## src/rtl/payload_seq_pkg.sv

```systemverilog
// payload_seq_pkg
// Shared definitions for the payload engine packet sequencer:
//   state_t      - sequencer FSM encoding (binary, 5 states)
//   NUM_ENG_DEF  - default number of engine match lines
//   DRAIN_DEF    - default number of post-packet drain cycles
//   LEN_W        - width of the packet length counter / m_len
//   len_sat_inc  - saturating increment used by the length counter
package payload_seq_pkg;

    typedef enum logic [2:0] {
        ST_IDLE   = 3'd0,
        ST_CLEAR  = 3'd1,
        ST_STREAM = 3'd2,
        ST_DRAIN  = 3'd3,
        ST_REPORT = 3'd4
    } state_t;

    localparam int NUM_ENG_DEF = 32;
    localparam int DRAIN_DEF   = 2;
    localparam int LEN_W       = 16;

    function automatic logic [LEN_W-1:0] len_sat_inc(input logic [LEN_W-1:0] v);
        return (v == '1) ? v : v + LEN_W'(1);
    endfunction

endpackage

```

## src/rtl/payload_engine_seq_if.sv

```systemverilog
// payload_engine_seq_if
// Byte-stream input channel and match-record output channel of the
// payload engine sequencer.
//   s_valid/s_ready/s_data/s_sop/s_eop        - framed byte stream in
//   m_valid/m_ready/m_id/m_none/m_last/
//   m_trunc/m_len                             - match records out
// Modports:
//   slave  - the sequencer (consumes bytes, produces records)
//   master - the environment (produces bytes, consumes records)
interface payload_engine_seq_if #(
    parameter int NUM_ENG = payload_seq_pkg::NUM_ENG_DEF,
    parameter int ID_W    = $clog2(NUM_ENG),
    parameter int LEN_W   = payload_seq_pkg::LEN_W
);
    logic             s_valid;
    logic             s_ready;
    logic [7:0]       s_data;
    logic             s_sop;
    logic             s_eop;

    logic             m_valid;
    logic             m_ready;
    logic [ID_W-1:0]  m_id;
    logic             m_none;
    logic             m_last;
    logic             m_trunc;
    logic [LEN_W-1:0] m_len;

    modport slave (
        input  s_valid, s_data, s_sop, s_eop, m_ready,
        output s_ready, m_valid, m_id, m_none, m_last, m_trunc, m_len
    );

    modport master (
        output s_valid, s_data, s_sop, s_eop, m_ready,
        input  s_ready, m_valid, m_id, m_none, m_last, m_trunc, m_len
    );
endinterface

```

## src/rtl/payload_seq_ffs.sv

```systemverilog
// payload_seq_ffs
// Combinational find-first-set over the pending match vector.
//   vec   in   N     vector to scan
//   idx   out  IW    index of the lowest set bit (0 when none set)
//   any   out  1     at least one bit set
//   multi out  1     more than one bit set
module payload_seq_ffs #(
    parameter int N  = 32,
    parameter int IW = $clog2(N)
) (
    input  logic [N-1:0]  vec,
    output logic [IW-1:0] idx,
    output logic          any,
    output logic          multi
);

    // Scan from the top so the lowest set bit is the last writer.
    always_comb begin
        idx = '0;
        for (int i = N - 1; i >= 0; i--) begin
            if (vec[i]) idx = IW'(i);
        end
    end

    assign any   = |vec;
    // Clearing the lowest set bit leaves something only if two or more were set.
    assign multi = |(vec & (vec - N'(1)));

endmodule

```

## src/rtl/payload_engine_seq.sv

```systemverilog
// payload_engine_seq
// Packet sequencer for the payload engine array. Clears the engines at the
// start of each packet, feeds one byte per cycle to the character decoder
// and engines, drains the engine pipeline after the last byte, snapshots the
// match vector and reports one record per matching engine.
//
// Ports:
//   clk          in   1        only clock
//   rst_n        in   1        synchronous active-low reset
//   bus          slave         byte stream in / match records out
//   eng_char     out  8        registered byte to the character decoder
//   eng_byte_vld out  1        decoder gate
//   eng_en       out  1        engine flop enable
//   eng_sod      out  1        engine clear, high throughout reset
//   eng_match    in   NUM_ENG  engine match lines
//   busy         out  1        FSM not idle
//
// Build option: PAYLOAD_SEQ_LEN_CNT_EN builds the saturating packet length
// counter reported on m_len; without it m_len is tied to 0.
//
// state  | meaning
// IDLE   | waiting for a sop byte; non-sop bytes are consumed and dropped
// CLEAR  | one-cycle engine clear (eng_sod), sop byte held off
// STREAM | one byte per cycle into the engines
// DRAIN  | pipeline flush, match vector snapshot on the final cycle
// REPORT | one record per pending match, lowest index first
module payload_engine_seq
    import payload_seq_pkg::*;
#(
    parameter int NUM_ENG = NUM_ENG_DEF,
    parameter int DRAIN   = DRAIN_DEF,
    parameter int ID_W    = $clog2(NUM_ENG)
) (
    input  logic               clk,
    input  logic               rst_n,
    payload_engine_seq_if.slave bus,
    output logic [7:0]         eng_char,
    output logic               eng_byte_vld,
    output logic               eng_en,
    output logic               eng_sod,
    input  logic [NUM_ENG-1:0] eng_match,
    output logic               busy
);

    localparam int DCW = $clog2(DRAIN + 1);

    state_t             state_q, state_d;
    logic [DCW-1:0]     drain_cnt_q;
    logic               first_q;
    logic               trunc_q;
    logic [NUM_ENG-1:0] pend_q;

    logic               s_ready_c;
    logic               accept;
    logic               trunc_set;
    logic               capture;
    logic               rec_pop;

    logic [ID_W-1:0]    ffs_idx;
    logic               ffs_any;
    logic               ffs_multi;
    logic               in_report;

    payload_seq_ffs #(
        .N  (NUM_ENG),
        .IW (ID_W)
    ) u_ffs (
        .vec   (pend_q),
        .idx   (ffs_idx),
        .any   (ffs_any),
        .multi (ffs_multi)
    );

    always_comb begin
        state_d   = state_q;
        s_ready_c = 1'b0;
        accept    = 1'b0;
        trunc_set = 1'b0;
        capture   = 1'b0;
        rec_pop   = 1'b0;
        case (state_q)
            ST_IDLE: begin
                s_ready_c = ~(bus.s_valid & bus.s_sop);
                if (bus.s_valid && bus.s_sop) state_d = ST_CLEAR;
            end
            ST_CLEAR: begin
                state_d = ST_STREAM;
            end
            ST_STREAM: begin
                // The packet's own sop byte is taken once; any later sop
                // belongs to the next packet and cuts this one short.
                s_ready_c = first_q | ~bus.s_sop;
                if (bus.s_valid && s_ready_c) begin
                    accept = 1'b1;
                    if (bus.s_eop) state_d = ST_DRAIN;
                end else if (bus.s_valid && bus.s_sop) begin
                    trunc_set = 1'b1;
                    state_d   = ST_DRAIN;
                end
            end
            ST_DRAIN: begin
                if (drain_cnt_q == '0) begin
                    capture = 1'b1;
                    state_d = ST_REPORT;
                end
            end
            ST_REPORT: begin
                if (bus.m_ready) begin
                    rec_pop = 1'b1;
                    if (!ffs_multi) state_d = ST_IDLE;
                end
            end
            default: state_d = ST_IDLE;
        endcase
    end

    // DRAIN lasts DRAIN+1 state cycles: the first carries the last byte on
    // the registered engine outputs, the next DRAIN present eng_en alone,
    // and the snapshot is taken on the last of those.
    always_ff @(posedge clk) begin
        if (!rst_n) begin
            state_q      <= ST_IDLE;
            eng_sod      <= 1'b1;
            eng_char     <= '0;
            eng_byte_vld <= 1'b0;
            eng_en       <= 1'b0;
            drain_cnt_q  <= '0;
            first_q      <= 1'b0;
            trunc_q      <= 1'b0;
            pend_q       <= '0;
        end else begin
            state_q      <= state_d;
            eng_sod      <= (state_d == ST_CLEAR);
            eng_byte_vld <= accept;
            eng_en       <= accept | ((state_q == ST_DRAIN) && (drain_cnt_q != '0));
            if (accept) eng_char <= bus.s_data;

            if (state_q == ST_CLEAR)  first_q <= 1'b1;
            else if (accept)          first_q <= 1'b0;

            if (state_d == ST_DRAIN && state_q != ST_DRAIN)
                drain_cnt_q <= DCW'(DRAIN);
            else if (state_q == ST_DRAIN && drain_cnt_q != '0)
                drain_cnt_q <= drain_cnt_q - DCW'(1);

            if (state_q == ST_CLEAR) trunc_q <= 1'b0;
            else if (trunc_set)      trunc_q <= 1'b1;

            if (capture)      pend_q <= eng_match;
            else if (rec_pop) pend_q <= pend_q & (pend_q - NUM_ENG'(1));
        end
    end

`ifdef PAYLOAD_SEQ_LEN_CNT_EN
    logic [LEN_W-1:0] len_q;

    always_ff @(posedge clk) begin
        if (!rst_n) begin
            len_q <= '0;
        end else if (state_q == ST_CLEAR) begin
            len_q <= '0;
        end else if (accept) begin
            len_q <= len_sat_inc(len_q);
        end
    end

    assign bus.m_len = in_report ? len_q : '0;
`else
    assign bus.m_len = '0;
`endif

    assign in_report   = (state_q == ST_REPORT);
    // State alone would present IDLE readiness while reset is still held.
    assign bus.s_ready = rst_n & s_ready_c;
    assign bus.m_valid = in_report;
    assign bus.m_id    = in_report ? ffs_idx : '0;
    assign bus.m_none  = in_report & ~ffs_any;
    assign bus.m_last  = in_report & ~ffs_multi;
    assign bus.m_trunc = in_report & trunc_q;
    assign busy        = (state_q != ST_IDLE);

endmodule
```

## src/flat_wrapper.sv

```systemverilog
// flat-port wrapper written by rule: the top's interface ports become plain ports
module payload_engine_seq_flat import payload_seq_pkg::*;
#(
    parameter int NUM_ENG = NUM_ENG_DEF,
    parameter int DRAIN   = DRAIN_DEF,
    parameter int ID_W    = $clog2(NUM_ENG)
)
  (clk, rst_n, eng_char, eng_byte_vld, eng_en, eng_sod, eng_match, busy, bus_s_valid, bus_s_data, bus_s_sop, bus_s_eop, bus_m_ready, bus_s_ready, bus_m_valid, bus_m_id, bus_m_none, bus_m_last, bus_m_trunc, bus_m_len);
  payload_engine_seq_if #(.NUM_ENG(NUM_ENG), .ID_W(ID_W)) bus_i ();
  input  logic clk;
  input  logic rst_n;
  output logic [7:0] eng_char;
  output logic eng_byte_vld;
  output logic eng_en;
  output logic eng_sod;
  input  logic [NUM_ENG-1:0] eng_match;
  output logic busy;
  input wire logic [$bits(bus_i.s_valid)-1:0] bus_s_valid;
  input wire logic [$bits(bus_i.s_data)-1:0] bus_s_data;
  input wire logic [$bits(bus_i.s_sop)-1:0] bus_s_sop;
  input wire logic [$bits(bus_i.s_eop)-1:0] bus_s_eop;
  input wire logic [$bits(bus_i.m_ready)-1:0] bus_m_ready;
  output wire logic [$bits(bus_i.s_ready)-1:0] bus_s_ready;
  output wire logic [$bits(bus_i.m_valid)-1:0] bus_m_valid;
  output wire logic [$bits(bus_i.m_id)-1:0] bus_m_id;
  output wire logic [$bits(bus_i.m_none)-1:0] bus_m_none;
  output wire logic [$bits(bus_i.m_last)-1:0] bus_m_last;
  output wire logic [$bits(bus_i.m_trunc)-1:0] bus_m_trunc;
  output wire logic [$bits(bus_i.m_len)-1:0] bus_m_len;
  assign bus_i.s_valid = bus_s_valid;
  assign bus_i.s_data = bus_s_data;
  assign bus_i.s_sop = bus_s_sop;
  assign bus_i.s_eop = bus_s_eop;
  assign bus_i.m_ready = bus_m_ready;
  assign bus_s_ready = bus_i.s_ready;
  assign bus_m_valid = bus_i.m_valid;
  assign bus_m_id = bus_i.m_id;
  assign bus_m_none = bus_i.m_none;
  assign bus_m_last = bus_i.m_last;
  assign bus_m_trunc = bus_i.m_trunc;
  assign bus_m_len = bus_i.m_len;
  payload_engine_seq #(.NUM_ENG(NUM_ENG), .DRAIN(DRAIN), .ID_W(ID_W)) u_core (.clk(clk), .rst_n(rst_n), .bus(bus_i), .eng_char(eng_char), .eng_byte_vld(eng_byte_vld), .eng_en(eng_en), .eng_sod(eng_sod), .eng_match(eng_match), .busy(busy));
endmodule
```

## config.mk

```make
export PLATFORM = sky130hd
export DESIGN_NAME = payload_engine_seq_flat
export DESIGN_NICKNAME = d
export VERILOG_FILES = /design/src/rtl/payload_seq_pkg.sv /design/src/rtl/payload_engine_seq_if.sv /design/src/rtl/payload_seq_ffs.sv /design/src/rtl/payload_engine_seq.sv /design/src/flat_wrapper.sv
export SDC_FILE = /design/constraint.sdc
export NUM_CORES = 1
export LEC_CHECK = 0
export CORE_MARGIN = 2
export CORE_UTILIZATION = 30
export DETAILED_ROUTE_END_ITERATION = 10
export DONT_BUFFER_PORTS = 1
export HOLD_SLACK_MARGIN = 0.08
export PLACE_DENSITY_LB_ADDON = 0.25
export SLEW_MARGIN = 20
export SYNTH_ARGS = -nofsm -noshare
export SYNTH_HDL_FRONTEND = slang
export SYNTH_SLANG_ARGS = --single-unit
```

## constraint.sdc

```tcl
create_clock -name clk -period 2.9 [get_ports clk]
set_clock_uncertainty 0.1 [all_clocks]
set_input_delay 0.29 -clock clk [delete_from_list [all_inputs] [get_ports clk]]
set_output_delay 0.29 -clock clk [all_outputs]
set_load 0.05 [all_outputs]
```

==> results_dict.tcl <==
set metrics [dict create \
    portBuffers 0 \
    clk_pin_slew_ns 0.12 \
    multi_input_area_um2 1980 \
    ant_nets 0 \
    synth-xor-area-share 0.00283 \
    finalNonFillerCells 639 \
    io_pins 84 \
    cp_max_fo 6 \
    hpwl_mm 7.24 \
    combPwrFrac 0.215 \
    rsz0062_at_grt "yes" \
    critPathCaptureType "primary output" \
    hold_ws_ns 0.0873 \
    place_congestion 0.897 \
    clock-sinks 50 \
    violations "negative setup slack" \
    htree_levels 2 \
    cap_violations 0 \
    synth_fa_ha_area_frac 0.0105 \
    dr.pass1.iters 4 \
    synth-simple-area-share 0.257 \
    rows 37 \
    grt_use_total 0.180 \
    maxSlewViolCount 0 \
    worst_ep_arrival_time_ns 2.74 \
    via_count 3264 \
    cts_inserted_buffers 5 \
    regArea_um2 1020 \
    fin_ws_ns -0.227 \
    grt_pass1_vias 3295 \
    power_per_cell_area_nw_per_um2 355 \
    worstHoldPathType "in2reg" \
    area_growth_syn_to_layout_pct 39.0 \
    synth_cells 418 \
    utilization 0.422 \
    die_y_um 106 \
    period_share 1.08 \
    synth_compound_area_frac 0.253 \
    max_freq_ghz 0.320 \
    grt-ovfl-total 0 \
    async_reset_ff_frac 0 \
    synth_seq_cells 50 \
    grt_max_degree 44 \
    startpoint_type "flop" \
    ys_seq_area_frac 0.323 \
    dieWidth_um 106 \
    drive_above_1_share 0.249 \
    path_class "reg2out" \
    p_int_mw 1.02 \
    leakage_nw 1.79 \
    cp.required_ns 2.51 \
    post-place-cells 583 \
    status "finished, violations left" \
    clock_latency_ns 0.32 \
    synth_top_family_by_area "simple AND/OR/NAND/NOR gates" \
    net-switching-power_mw 0.509 \
    synth_mux_area_frac 0.0291 \
    drt_iter0_drc 169 \
    sw_frac_of_total 0.333 \
    avgSynthCellArea_um2 7.40 \
    ir_drop_v 0.000241 \
    design.die.area_um2 11100 \
    antenna_found_initial 0 \
    syn_area_um2 3090 \
    preCtsSetupSlack_ns -0.0937 \
    cts_tree "built" \
    drt-vias-per-instance 5.11 \
    synth-main-ff-cell "dfxtp_1" \
    ctsRootBufferMaster "clkbuf_8" \
    fin_nets 549 \
    clockPowerShare 0.314 \
    seq_power_share 0.471 \
    final_hold_viol_count 0 \
    routed_wl_mm 9.92 \
    fillers 1065 \
    setup_viol 1 \
    grt_pass1_wl_mm 16.3 \
    cts_buffer_depth 2 \
    core-area_um2 10200 \
    synth_cell_types 59 \
    tightest_slew_ns 0.672 \
    drc 0 \
    yosysWarningCount 0 \
    relSlewSlack 0.552 \
    synth-edff-count 0 \
    start_util 0.304 \
    wl_per_cell_um 15.5 \
    fin_crit_ns 3.13 \
    antenna_cells 0 \
    setup_tns_ns -0.227 \
]
==> cells by family after synthesis <==
group,after synthesis
other cells,1
flops,50
buf+inv,68
simple gates,164
compound gates,122
fa+ha+maj,3
xor+xnor,1
mux,9
==> Yosys cell counts, types with 2 or more instances <==
library cell / number / share of area
nor2_1: 62 / 0.075
o21ai_0: 42 / 0.068
buf_6: 6 / 0.022
maj3_1: 2 / 0.0065
a2111oi_0: 4 / 0.011
nand2_1: 32 / 0.039
o311ai_0: 3 / 0.0085
mux2i_1: 9 / 0.029
nand3_1: 6 / 0.0097
nor4_2: 2 / 0.0081
o2111ai_1: 3 / 0.0085
a21oi_1: 22 / 0.036
and3_1: 4 / 0.0081
a311oi_1: 2 / 0.0057
nor2b_1: 3 / 0.0061
nor3_1: 19 / 0.031
buf_2: 5 / 0.0081
nand4_1: 3 / 0.0061
dfxtp_1: 50 / 0.32
and2_1: 2 / 0.0040
clkbuf_1: 20 / 0.024
o22ai_1: 3 / 0.0061
o31ai_1: 2 / 0.0049
or4_1: 3 / 0.0073
or3_1: 4 / 0.0081
a22oi_1: 22 / 0.053
or2_2: 2 / 0.0040
nor4_1: 11 / 0.022
o211ai_1: 4 / 0.0097
buf_4: 19 / 0.046
a211oi_1: 4 / 0.0097
inv_1: 16 / 0.019
==> critical path: stages, from the launching register on <==
cell       delay, ns
dfxtp_2         0.35
or4_4           0.61
o21ai_1         0.16
o21ai_1         0.12
nor3_2          0.15
o2111ai_2       0.11
or3_4           0.40
nor4_4          0.34
buf_12          0.19
==> state kept, by name (all words and copies together) (netlist names), 2 cells and up <==
signal              count
u_core.pend_q          32
u_core.drain_cnt_q      2
u_core.state_q          3
u_core.eng_char         8
==> area by class of cell <==
class | count | share of cell area
multi-input cells | 315 | 0.461
flip-flops and latches | 50 | 0.236
repair buffers | 113 | 0.226
well taps | 136 | 0.0396
clock buffers | 5 | 0.0160
inverters | 17 | 0.0148
clock inverters | 3 | 0.00669
==> routing by layer <==
metal  up-vias  global-route usage  wire, um
met3         4              0.0291       445
met1      1548               0.238      4710
met4         0              0.0338        52
met5         -                   0         0
li1       1643                   -         -
met2        69               0.311      4710
==> path summary, 6_finish.rpt <==
path,endpoint,cells after the start,startpoint,slack (ns)
setup reg to reg,u_core.state_q[2]$_SDFF_PN0_,8,u_core.pend_q[5]$_SDFFE_PN0P_,0.54
hold reg to reg,u_core.trunc_q$_SDFFE_PP0P_,2,u_core.trunc_q$_SDFFE_PP0P_,0.42
hold / removal,u_core.state_q[0]$_SDFF_PN0_,2,bus_s_valid,0.09
setup / recovery,bus_m_last,8,u_core.pend_q[0]$_SDFFE_PN0P_,-0.23
==> what timing repair did <==
item,4_1_cts,5_1_grt
hold buffers,43,0
setup buffers,4,1
pin swaps,13,4
endpoints found under the setup margin,3,3
hold endpoints to repair,45,0
gates resized for setup,32,13
==> cells in the final DEF, fill, tap and decap left out, types with 6 or more instances in the layout <==
cell / instances
o21ai_1: 6
inv_1: 16
buf_4: 68
o21ai_0: 35
nor4_1: 7
nor2_1: 62
conb_1: 16
nand2_1: 31
dlygate4sd3_1: 43
a22oi_1: 22
dfxtp_2: 6
nor3_1: 15
mux2i_1: 9
dfxtp_1: 42
a21oi_1: 22
==> power by group through the flow <==
stage | logic, mW | clock network (mW) | registers [mW]
2_1_floorplan | 0.198 | 0 | 0.731
3_3_place_gp | 0.258 | 0 | 0.735
3_5_place_dp | 0.257 | 0 | 0.735
4_1_cts | 0.319 | 0.490 | 0.718
5_1_grt | 0.355 | 0.521 | 0.721
6_report | 0.328 | 0.480 | 0.719
==> per-stage QoR <==
| stage | power [mW] | instance area, um2 |
|---|---|---|
| floorplan | 0.929 | 3190 |
| global placement | 0.993 | 3570 |
| detailed placement | 0.993 | 3570 |
| CTS | 1.53 | 4230 |
| global route | 1.60 | 4300 |
| finish | 1.53 | 4300 |
Power figures use the tool's default switching activity.
